--- src/rtl/apb_req_arbiter.sv ---
// Round-robin arbiter that funnels NREQ requester commands onto one shared APB master.
// Optional watchdog abort is enabled by defining APB_ARB_TIMEOUT_EN.
module apb_req_arbiter #(
  parameter int WDATA       = 16,
  parameter int WADDR       = 16,
  parameter int NREQ        = 4,
  parameter int TIMEOUT_CYC = 16
) (
  input  logic                   i_PCLK,
  input  logic                   i_PRESETn,
  input  logic [NREQ-1:0]        i_req,
  input  logic [NREQ*WADDR-1:0]  i_req_addr,
  input  logic [NREQ-1:0]        i_req_rw,
  input  logic [NREQ*WDATA-1:0]  i_req_wdata,
  input  logic                   i_PSEL,
  input  logic                   i_PENABLE,
  input  logic                   i_PREADY,
  input  logic [WDATA-1:0]       i_PRDATA,
  output logic                   o_TRANSACTION,
  output logic [WADDR-1:0]       o_SLV_ADDR,
  output logic                   o_RW,
  output logic [WDATA-1:0]       o_SLV_WDATA,
  output logic [NREQ-1:0]        o_ack,
  output logic [WDATA-1:0]       o_rdata,
  output logic                   o_err
);

  localparam int PW = (NREQ > 2) ? $clog2(NREQ) : 1;

  typedef enum logic {IDLE, BUSY} state_t;

  state_t          r_state;
  state_t          w_next_state;
  logic [PW-1:0]   r_ptr;
  logic [PW-1:0]   r_grant;
  logic [PW-1:0]   w_winner;
  logic            w_found;
  logic            w_done;
  logic            w_timeout;
  logic            w_finish;
  logic [WADDR-1:0] w_sel_addr;
  logic            w_sel_rw;
  logic [WDATA-1:0] w_sel_wdata;

  function automatic logic [PW-1:0] rotIdx(input logic [PW-1:0] p, input int off);
    int s;
    s = int'(p) + off;
    if (s >= NREQ) s = s - NREQ;
    return PW'(s);
  endfunction

  // First active request at or after the pointer, wrapping around.
  always_comb begin
    w_winner = '0;
    w_found  = 1'b0;
    for (int i = 0; i < NREQ; i++) begin
      if (!w_found && i_req[rotIdx(r_ptr, i)]) begin
        w_winner = rotIdx(r_ptr, i);
        w_found  = 1'b1;
      end
    end
  end

  assign w_sel_addr  = i_req_addr[int'(w_winner)*WADDR +: WADDR];
  assign w_sel_rw    = i_req_rw[w_winner];
  assign w_sel_wdata = i_req_wdata[int'(w_winner)*WDATA +: WDATA];
  assign w_done      = i_PSEL & i_PENABLE & i_PREADY;
  assign w_finish    = w_done | w_timeout;

`ifdef APB_ARB_TIMEOUT_EN
  localparam int CW = $clog2(TIMEOUT_CYC + 1);
  logic [CW-1:0] r_tcnt;

  assign w_timeout = (r_state == BUSY) && (r_tcnt == CW'(TIMEOUT_CYC - 1));

  always_ff @(posedge i_PCLK or negedge i_PRESETn) begin
    if (!i_PRESETn) begin
      r_tcnt <= '0;
    end else if (r_state == IDLE) begin
      r_tcnt <= '0;
    end else begin
      r_tcnt <= r_tcnt + 1'b1;
    end
  end
`else
  assign w_timeout = 1'b0;
  assign o_err     = 1'b0;
`endif

  always_ff @(posedge i_PCLK or negedge i_PRESETn) begin
    if (!i_PRESETn) begin
      r_state <= IDLE;
    end else begin
      r_state <= w_next_state;
    end
  end

  always_comb begin
    w_next_state = r_state;
    case (r_state)
      IDLE:    if (|i_req) w_next_state = BUSY;
      BUSY:    if (w_finish) w_next_state = IDLE;
      default: w_next_state = IDLE;
    endcase
  end

  // Command capture on grant, completion bookkeeping on finish; o_ack is a one-cycle pulse.
  always_ff @(posedge i_PCLK or negedge i_PRESETn) begin
    if (!i_PRESETn) begin
      o_TRANSACTION <= 1'b0;
      o_SLV_ADDR    <= '0;
      o_RW          <= 1'b0;
      o_SLV_WDATA   <= '0;
      o_ack         <= '0;
      o_rdata       <= '0;
      r_ptr         <= '0;
      r_grant       <= '0;
`ifdef APB_ARB_TIMEOUT_EN
      o_err         <= 1'b0;
`endif
    end else begin
      o_ack <= '0;
`ifdef APB_ARB_TIMEOUT_EN
      o_err <= 1'b0;
`endif
      case (r_state)
        IDLE: begin
          if (|i_req) begin
            o_SLV_ADDR    <= w_sel_addr;
            o_RW          <= w_sel_rw;
            o_SLV_WDATA   <= w_sel_wdata;
            o_TRANSACTION <= 1'b1;
            r_grant       <= w_winner;
          end
        end
        BUSY: begin
          if (w_finish) begin
            o_TRANSACTION  <= 1'b0;
            o_ack[r_grant] <= 1'b1;
            if (!o_RW && w_done) o_rdata <= i_PRDATA;
            r_ptr <= (r_grant == PW'(NREQ - 1)) ? '0 : r_grant + 1'b1;
`ifdef APB_ARB_TIMEOUT_EN
            o_err <= ~w_done;
`endif
          end
        end
        default: ;
      endcase
    end
  end

endmodule
--- config.mk ---
export PLATFORM = sky130hd
export DESIGN_NAME = apb_req_arbiter
export DESIGN_NICKNAME = d
export VERILOG_FILES = /design/src/rtl/apb_req_arbiter.sv
export SDC_FILE = /design/constraint.sdc
export NUM_CORES = 1
export LEC_CHECK = 0
export BUFFER_PORTS_ARGS = -buffer_cell sky130_fd_sc_hd__buf_2
export CAP_MARGIN = 20
export CORE_MARGIN = 4
export CORE_UTILIZATION = 45
export DETAILED_ROUTE_END_ITERATION = 10
export HOLD_SLACK_MARGIN = 0.05
export PLACE_DENSITY = 0.86
export SLEW_MARGIN = 25
export SYNTH_ARGS = -nofsm -noshare
export SYNTH_HDL_FRONTEND = slang
export SYNTH_SLANG_ARGS = --single-unit
--- constraint.sdc ---
create_clock -name i_PCLK -period 3 [get_ports i_PCLK]
set_input_delay 0.3 -clock i_PCLK [delete_from_list [all_inputs] [get_ports i_PCLK]]
set_output_delay 0.3 -clock i_PCLK [all_outputs]
set_load 0.05 [all_outputs]
==> run metrics <==
total I/O pin count 212; number of standard-cell rows in the floorplan 30; CP Class register to register; die extent in y 91.6 microns; total vias in the final route 3246; cell count of the worst hold path 2; maximum vdd ir drop 0.492 mV; Synth cell types 32; highest-count cells in the layout ignoring fill and taps sky130_fd_sc_hd__buf_2 (209), sky130_fd_sc_hd__nand2_1 (71), sky130_fd_sc_hd__dfrtp_1 (59), sky130_fd_sc_hd__mux2i_1 (34); number of warning messages in the yosys log 0; Routed met1 length 3760 microns; post-synthesis net count 467; ys flop type sky130_fd_sc_hd__dfrtp_1; slew at the pin with the worst max-slew slack 0.788 ns; Async SR Flop Fraction 100%; first-pass GRT wire length 15700 microns; RSZ-0062 raised after global routing false; total global routing track utilization 23.1%; cell taking the most area after synthesis sky130_fd_sc_hd__dfrtp_1; internal reg-to-reg setup slack 0.79 ns; post-CTS sizing 0; Die Area 8400 sq um; horizontal die dimension 91.6 microns; Post-Synthesis Cell Area 3150 sq um; achievable frequency 0.453 GHz; number of synthesized flops with an enable pin 0; Slew headroom 47.5%; CTS tree built; drt wl/cell 16.1 microns; non-filler instance count after layout 611; Final Slew Violations 0; number of CTS-inserted buffers 9; Crit path required time 3.18 ns; Max H-tree Level 3; CTS Hold Bufs 1; final period demand of the worst path 2.21 ns; biggest area contributors in the synthesized netlist sky130_fd_sc_hd__dfrtp_1 (47%), sky130_fd_sc_hd__mux2i_1 (11%), sky130_fd_sc_hd__o2bb2ai_1 (9.2%); number of antenna violations at the first check in global routing 0; met2 WL post-DR 5220 microns; Cell Count Post-Placement 594; met3 routed wirelength 668 microns; period utilisation layout 73.6%; data arrival time at the worst-slack endpoint 2.39 ns; total power divided by cell area 991 nW/um^2; First-pass DRT Iterations 4; critical register-to-register path startpoint r_ptr[1]; share of synthesized area occupied by flip-flops and latches 46.9%; Reg2Reg Depth 7; max-capacitance violation count 0; HPWL after detailed placement 7490 microns; Worst Skew 0.00903 ns; cell area after layout 4470 sq um; Port Buffers 210; Syn Inst Count 306; CP max FO 36; worst reg2reg path endpoint o_SLV_ADDR[12]; Starting Density 46.3%; remaining global-route overflow 0; run status finished clean; via count of the first global-routing pass 3382; number of synthesized register bits 59; layout cells sized above 1 49.1%; nets 672; final routed wirelength across all metal layers 9860 microns; maximum number of pins on one net before global-route repair 53; Leakage 2.29 nW; Clk Latency, worst-skew pair 0.33 ns; antenna violation net count after detailed routing 0; clock edge transition at the registers on the reported setup and hold paths 0.07 ns; total setup buffers inserted after CTS 0; leading cell type in the layout, fill and taps excluded sky130_fd_sc_hd__buf_2; endpoint kind of the worst setup timing path register; Yosys top cell area share 46.9%; clk sink count 59; element type at the critical path start register; post-layout total power 0.00443 W; setup total negative slack 0 ns; highest routed layer met4; Hold Worst Slack 0.201 ns; area growth from synthesis to layout 42.0%; final weighted congestion in routability-driven placement 0.797; Max clock buf depth 2; placed inst area 4260 sq um; core region area 6790 sq um; Clk Tree Root Cell sky130_fd_sc_hd__clkbuf_8; setup-violating endpoint count in the final report 0; worst min-delay path endpoint o_rdata[15]; Synth Area per Inst 10.3 sq um; Min-Delay Startpoint i_PRDATA[15]; DR DRC count 0; class of the worst hold path input port to register; hold violation total from the final report 0; DRT iter0 DRCs 87; via count normalized by instance count 5.31; total inserted antenna cells 0
[state kept, by name, indices dropped and copies added, names as in the netlist]
name           cells
o_SLV_ADDR        16
o_SLV_WDATA       16
o_rdata           16
o_ack              4
r_grant            2
r_ptr              2
o_RW               1
o_TRANSACTION      1
r_state            1
[report_power, final]
group / switching, W / internal [W] / total (W) / leakage (nW)
sequential: 0.000197 / 0.00113 / 0.00132 / 0.678
clock: 0.000310 / 0.000313 / 0.000623 / 0.0839
combinational: 0.00177 / 0.000714 / 0.00248 / 1.53
total: 0.00228 / 0.00215 / 0.00443 / 2.29
[synthesized netlist by cell type, types with 2 or more instances]
master                      number
sky130_fd_sc_hd__mux2i_1        34
sky130_fd_sc_hd__nor2b_1         2
sky130_fd_sc_hd__buf_2           6
sky130_fd_sc_hd__and2_1          4
sky130_fd_sc_hd__buf_6           2
sky130_fd_sc_hd__o21ai_0         2
sky130_fd_sc_hd__ha_1            4
sky130_fd_sc_hd__a31oi_1        33
sky130_fd_sc_hd__buf_4           6
sky130_fd_sc_hd__clkbuf_1       10
sky130_fd_sc_hd__nor2_1          4
sky130_fd_sc_hd__o2bb2ai_1      33
sky130_fd_sc_hd__nand2_1        71
sky130_fd_sc_hd__inv_1           4
sky130_fd_sc_hd__mux2_2         16
sky130_fd_sc_hd__dfrtp_1        59
[metal layers]
layer  global-route usage [%]  up-vias
li1                         -     1523
met1                     26.1     1566
met2                     41.9      139
met3                     4.84       18
met4                     9.80        0
met5                        0        -
[critical path, stage by stage, from the launching register on]
cell and delay [ns]:
sky130_fd_sc_hd__dfrtp_1 0.44, sky130_fd_sc_hd__a21boi_0 0.21, sky130_fd_sc_hd__o221ai_4 0.50, sky130_fd_sc_hd__buf_16 0.24, sky130_fd_sc_hd__buf_12 0.23, sky130_fd_sc_hd__mux2i_1 0.23, sky130_fd_sc_hd__o2bb2ai_1 0.13, sky130_fd_sc_hd__a31oi_1 0.05
[per-stage QoR]
stage	utilization [%]	worst slack, ns
floorplan	-	1.29
global placement	62.7	0.662
detailed placement	62.8	0.539
CTS	65.4	0.525
global route	65.8	0.670
finish	65.8	0.793
[kinds of logic after synthesis]
group,count (synthesis),synth area share (%)
simple gates,88,11.7
compound gates,76,18.4
flops,59,46.9
mux,50,16.5
buf+inv,28,4.77
fa+ha+maj,4,1.59
other cells,1,0.119
[worst max path at each step]
stage                  start              to  slack, ns  cells after the start
detailed placement  r_ptr[1]  o_SLV_ADDR[12]       0.54                      6
finish              r_ptr[1]  o_SLV_ADDR[12]       0.79                      7
floorplan               o_RW     o_rdata[10]       1.29                      3
global placement    i_req[1]  o_SLV_ADDR[14]       0.66                      7
CTS                 r_ptr[1]  o_SLV_ADDR[12]       0.53                      6
global route        r_ptr[1]   o_SLV_ADDR[8]       0.67                      7
[cell type report]
cell class                 instances  area [sq um]
fill                             574          2320
multi-input combinational        219          1540
sequential                        59          1480
timing repair buffer             218          1150
clock buffer                      10           138
tap                               96           120
clock inverter                     5          30.0
inverter                           4          15.0
No activity file was read; power rests on OpenSTA's default activity.
